### config.mk
export PLATFORM = sky130hd
export DESIGN_NAME = seven_seg_scan
export DESIGN_NICKNAME = d
export VERILOG_FILES = /design/src/rtl/seg_pkg.sv /design/src/rtl/hex_to_seg.sv /design/src/rtl/seven_seg_scan.sv
export SDC_FILE = /design/constraint.sdc
export NUM_CORES = 1
export LEC_CHECK = 0
export BUFFER_PORTS_ARGS = -buffer_cell sky130_fd_sc_hd__clkbuf_2
export CAP_MARGIN = 30
export CORE_MARGIN = 2
export CORE_UTILIZATION = 40
export CTS_CLUSTER_SIZE = 16
export DETAILED_ROUTE_END_ITERATION = 6
export PLACE_DENSITY = 0.63
export SETUP_SLACK_MARGIN = 0.4
export SLEW_MARGIN = 10
export SYNTH_ARGS = -nofsm -noshare
export SYNTH_HDL_FRONTEND = slang
export SYNTH_SLANG_ARGS = --single-unit
### constraint.sdc
create_clock -name clk -period 3 [get_ports clk]
set_clock_uncertainty 0.15 [all_clocks]
set_input_delay 0.6 -clock clk [delete_from_list [all_inputs] [get_ports clk]]
set_output_delay 0.6 -clock clk [all_outputs]
set_load 0.01 [all_outputs]
### src/rtl/seg_pkg.sv
// Shared constants for the seven-segment scanner: the active-low hex glyph table,
// the all-off anode/segment patterns and the digit index type.
package seg_pkg;

  typedef logic [2:0] digit_idx_t;

  localparam logic [7:0] SEG_OFF = 8'hFF;
  localparam logic [7:0] AN_OFF  = 8'hFF;

  // Active-low g..a patterns; entry n is the glyph for nibble value n.
  localparam logic [15:0][6:0] GLYPH_TABLE = {
    7'h0E, 7'h06, 7'h21, 7'h46, 7'h03, 7'h08, 7'h10, 7'h00,
    7'h78, 7'h02, 7'h12, 7'h19, 7'h30, 7'h24, 7'h79, 7'h40
  };

  localparam logic [6:0] GLYPH_BLANK = 7'h7F;

  // Index of the highest non-zero nibble, or 0 for an all-zero word.
  function automatic digit_idx_t msd_of(input logic [31:0] word);
    digit_idx_t m;
    m = 3'd0;
    for (int k = 1; k < 8; k++) begin
      if (word[k*4 +: 4] != 4'h0) begin
        m = digit_idx_t'(k);
      end else begin
        m = m;
      end
    end
    return m;
  endfunction

endpackage

### src/rtl/hex_to_seg.sv
// Combinational nibble to active-low 7-segment glyph decoder.
module hex_to_seg
  import seg_pkg::*;
(
  input  logic [3:0] nibble_i,
  output logic [6:0] glyph_o
);

  assign glyph_o = GLYPH_TABLE[nibble_i];

endmodule

### src/rtl/seven_seg_scan.sv
// Time-multiplexed 8-digit common-anode display driver with per-frame word latch.
// Optional leading-zero blanking is enabled by defining SEG_LEADING_ZERO_BLANK_EN.
module seven_seg_scan
  import seg_pkg::*;
#(
  parameter int CLK_DIV      = 50000,
  parameter int BLANK_CYCLES = 500
) (
  input  logic        clk,
  input  logic        rst,
  input  logic [31:0] data_in,
  input  logic [7:0]  dp_in,
  output logic [7:0]  an,
  output logic [7:0]  seg,
  output logic [2:0]  digit_idx
);

  localparam int CNT_W = $clog2(CLK_DIV);
  localparam logic [CNT_W-1:0] CNT_MAX   = CNT_W'(CLK_DIV - 1);
  localparam logic [CNT_W-1:0] BLANK_LIM = CNT_W'(BLANK_CYCLES);

  logic [CNT_W-1:0] cnt_q, cnt_d;
  digit_idx_t       digit_q, digit_d;
  logic [31:0]      frame_q, frame_d;
  logic [7:0]       dp_frame_q, dp_frame_d;
  logic [7:0]       an_q, an_d;
  logic [7:0]       seg_q, seg_d;

  logic             frame_start_s;
  logic [3:0]       nibble_s;
  logic [6:0]       glyph_s;
  logic [6:0]       glyph_shown_s;

  assign frame_start_s = (digit_q == 3'd0) && (cnt_q == '0);
  assign nibble_s      = frame_q[{digit_q, 2'b00} +: 4];

  hex_to_seg u_hex_to_seg (
    .nibble_i (nibble_s),
    .glyph_o  (glyph_s)
  );

`ifdef SEG_LEADING_ZERO_BLANK_EN
  digit_idx_t msd_q, msd_d;

  always_comb begin
    msd_d = msd_q;
    if (frame_start_s) begin
      msd_d = msd_of(data_in);
    end else begin
      msd_d = msd_q;
    end
  end

  always_ff @(posedge clk or posedge rst) begin
    if (rst) begin
      msd_q <= 3'd0;
    end else begin
      msd_q <= msd_d;
    end
  end

  // Digit 0 is never blanked because msd is always at least 0.
  assign glyph_shown_s = (digit_q > msd_q) ? GLYPH_BLANK : glyph_s;
`else
  assign glyph_shown_s = glyph_s;
`endif

  always_comb begin
    cnt_d      = cnt_q;
    digit_d    = digit_q;
    frame_d    = frame_q;
    dp_frame_d = dp_frame_q;

    if (cnt_q == CNT_MAX) begin
      cnt_d   = '0;
      digit_d = digit_q + 3'd1;
    end else begin
      cnt_d   = cnt_q + CNT_W'(1);
      digit_d = digit_q;
    end

    // Latch a whole frame at once so mid-scan input changes never tear.
    if (frame_start_s) begin
      frame_d    = data_in;
      dp_frame_d = dp_in;
    end else begin
      frame_d    = frame_q;
      dp_frame_d = dp_frame_q;
    end
  end

  always_comb begin
    an_d  = AN_OFF;
    seg_d = SEG_OFF;
    if (cnt_q < BLANK_LIM) begin
      an_d  = AN_OFF;
      seg_d = SEG_OFF;
    end else begin
      an_d  = ~(8'b1 << digit_q);
      seg_d = {~dp_frame_q[digit_q], glyph_shown_s};
    end
  end

  always_ff @(posedge clk or posedge rst) begin
    if (rst) begin
      cnt_q      <= '0;
      digit_q    <= 3'd0;
      frame_q    <= 32'h0;
      dp_frame_q <= 8'h0;
      an_q       <= AN_OFF;
      seg_q      <= SEG_OFF;
    end else begin
      cnt_q      <= cnt_d;
      digit_q    <= digit_d;
      frame_q    <= frame_d;
      dp_frame_q <= dp_frame_d;
      an_q       <= an_d;
      seg_q      <= seg_d;
    end
  end

  assign an        = an_q;
  assign seg       = seg_q;
  assign digit_idx = digit_q;

endmodule

==> metrics <==
status complete, no violations; Max-Cap Viols 0; R2R setup slack 0.48 ns; async set-reset flop share out of synthesis 100%; Max VDD drop 253 uV; share of power burned in combinational logic 5.9%; remaining routing DRC violations 0; drt pass-1 iters 4; Seq cells post-synth 75; type of the most critical hold path input port to register; starting DRC count in detailed routing 63; Worst R2R End frame_q[30]$_DFFE_PP0P_; worst path cell trace buf_4, inv_2, ha_1, nor4b_2, nand3_1, nor3_4, buf_4, buf_12, mux2_2; Slew HR 63.1%; DR vias 2375; crit path kind register to register; Initial Util 41.0%; RSZ-0062 raised after global routing yes; post-synthesis compound-gate area fraction 3.34%; register area share after synthesis 53.3%; share of cells above drive strength 1 46.3%; Switch Pwr 0.483 mW; CTS clk-pin slew, worst paths 0.09 ns; ANT cells 0; area delta synth->final 21.6%; critical path endpoint frame_q[30]$_DFFE_PP0P_; Slew Limit Fails 0; CTS tree done; Die W 98.3 um; largest fanout on the critical path 20; floorplan row count 34; Setup Viol. Count Final 0; adder-cell share of the synthesized area 4.93%; Min Clock Period, post-route 2.52 ns; Synth warnings 0; WL met3 404 um; Die Span Y 98.3 um; Clock Power Share 40.9%; port bufs 60; kind of end point of the critical path register; Clock Sinks 75; Post-Synth XOR/XNOR Area 3.69%; Top Layer Used met4; Routed WL per cell 15.4 um; Pint 1.50 mW; CTS buffer count 9; placed insts 441; Clock Tree Root clkbuf_8; sequential share of power 53.2%; clock latency on the worst-skew pair 0.36 ns; initial antenna violation count 0; post-route antenna net violation count 0; Netlist cell types 41; Die ar. 0.00966 mm^2; fraction of the cycle the final worst path needs 84.2%; CP max stage delay 0.47 ns; post-route insts no fill 464; pwr/cell area 458 mW/mm^2; syn nets 332; final WL 7.16 mm; syn avg cell area 12.9 um^2; GRT Overall Usage 15.2%; grt total ovfl 0; Reg2Reg Depth 9; Synth Cell Area 0.00356 mm^2; final net count 407; FMAX 0.396 GHz; post-synthesis simple-gate area fraction 10.4%; met2 wire length 3.20 mm; mux contribution to synthesized area 21.6%; largest net degree at the start of global routing 42; Data required, critical path 3.10 ns; switching share of power 24.4%; Reg-to-Reg Start digit_idx[0]$_DFFE_PP0N_; final RePlAce weighted congestion 0.769; core box area 0.00868 mm^2; worst endpoint data arrival time 2.63 ns; metal1 wirelength 3.45 mm; final hold violation count 0; critical path startpoint category register; CP dominant cell by count buf_4; CP Launch Point digit_idx[0]$_DFFE_PP0N_; Max stage delay cell, worst path dfrtp_2; vias in the first global route 2371; detailed placer's ending HPWL 4.90 mm; main combinational cell family by area after synthesis multiplexers; Worst-Margin Slew 0.538 ns; Max Buffers Root-to-Sink 2; first-pass GRT wire length 11.6 mm; LEAKAGE 1.90 nW; via-per-instance ratio 5.12; Post-Syn Instances 276; setup_tns 0 ns; Post-synth top flop dfrtp_1; num ports 61; Post-synth EDFFs 0; H-tree depth 3
==> flip-flops by register name, summed over array words and instances, names as in the netlist <==
| register | count |
|---|---|
| an | 8 |
| digit_idx | 3 |
| seg | 8 |
| cnt_q | 16 |
| frame_q | 32 |
| dp_frame_q | 8 |
==> critical path, delay by kind of cell, from the launching register on <==
kind	cells	cell delay, ns
buffers and inverters	4	0.68
and+or+nand+nor	3	0.57
DFF	1	0.47
muxes	1	0.34
adders and majority gates	1	0.20
==> cell usage in the layout (no fill, tap or decap), types with 10 or more instances in the layout <==
master / synthesis / final
nand2_1: 21 / 21
nor2_1: 16 / 16
mux2_2: 43 / 43
nand3_1: 12 / 12
dfstp_2: 16 / 16
dfrtp_1: 59 / 58
buf_4: 0 / 10
clkbuf_2: 0 / 60
ha_1: 14 / 14
==> cell families after synthesis <==
group                    Yosys count
buffers and inverters             22
multiplexers                      60
AO/OA/AOI/OAI                     15
XOR/XNOR                          15
AND/OR/NAND/NOR                   75
adder cells (fa/ha/maj)           14
flip-flops                        75
==> cell usage after synthesis (3+ instances only) <==
cell type,instances,area (um^2)
dfrtp_1,59,1480
mux2_2,43,484
nand2_1,21,78.8
dfstp_2,16,420
nor2_1,16,60.1
ha_1,14,175
nand3_1,12,60.1
inv_1,11,41.3
xnor2_1,9,78.8
mux2i_1,8,80.1
mux4_2,6,135
nor3_1,6,30.0
xor2_1,6,52.6
buf_2,5,25.0
clkbuf_1,5,18.8
nand4_1,3,18.8
o311ai_0,3,26.3
==> worst min path at each step <==
| stage | startpoint | to | cells after the start |
|---|---|---|---|
| 3_5_place_dp | rst | frame_q[30]$_DFFE_PP0P_ | 2 |
| 2_1_floorplan | cnt_q[13]$_DFF_PP0_ | cnt_q[13]$_DFF_PP0_ | 1 |
| 3_3_place_gp | rst | frame_q[26]$_DFFE_PP0P_ | 2 |
| 4_1_cts | data_in[5] | frame_q[5]$_DFFE_PP0P_ | 2 |
| 6_report | data_in[21] | frame_q[21]$_DFFE_PP0P_ | 2 |
| 5_1_grt | data_in[5] | frame_q[5]$_DFFE_PP0P_ | 2 |
==> stage by stage <==
step / hold WS (ns) / area, um^2 / power [mW] / setup slack [ns] / util [%]
floorplan: 0.310 / 3560 / 1.14 / 0.470 / -
global placement: 0.327 / 4020 / 1.19 / 0.414 / 46.3
detailed placement: 0.328 / 4020 / 1.19 / 0.379 / 46.3
CTS: 0.290 / 4250 / 2.01 / 0.467 / 48.9
global route: 0.292 / 4320 / 2.06 / 0.358 / 49.8
finish: 0.312 / 4320 / 1.98 / 0.475 / 49.8
==> layer usage <==
metal / global-route usage, % / up-vias
li1: - / 1127
met3: 5.37 / 12
met4: 6.01 / 0
met1: 21.5 / 1172
met5: 0 / -
met2: 21.6 / 64
==> power by group through the flow <==
stage / Clock (mW) / Combinational (mW) / Sequential (mW)
after floorplan: 0 / 0.0721 / 1.07
after global placement: 0 / 0.114 / 1.07
after detailed placement: 0 / 0.115 / 1.07
after CTS: 0.839 / 0.119 / 1.05
after global routing: 0.875 / 0.130 / 1.06
final: 0.810 / 0.116 / 1.05
==> timing repair <==
action                                  in CTS  in global routing
endpoints found under the hold margin        2                  0
setup buffers                                0                  3
gates cloned                                 0                  2
pin swaps                                    0                  1
resized for setup                            2                  6
endpoints found under the setup margin       3                 42
hold buffers                                 1                  0
==> area by class of cell <==
class                   instances  area [um^2]
clock inverters                 7         82.6
inverters                      11         45.0
well taps                     108          135
fillers                       806         4350
clock buffers                   9          124
repair buffers                 75          447
multi-input cells             179         1590
flip-flops and latches         75         1900
(Power assumes the default switching activity.)
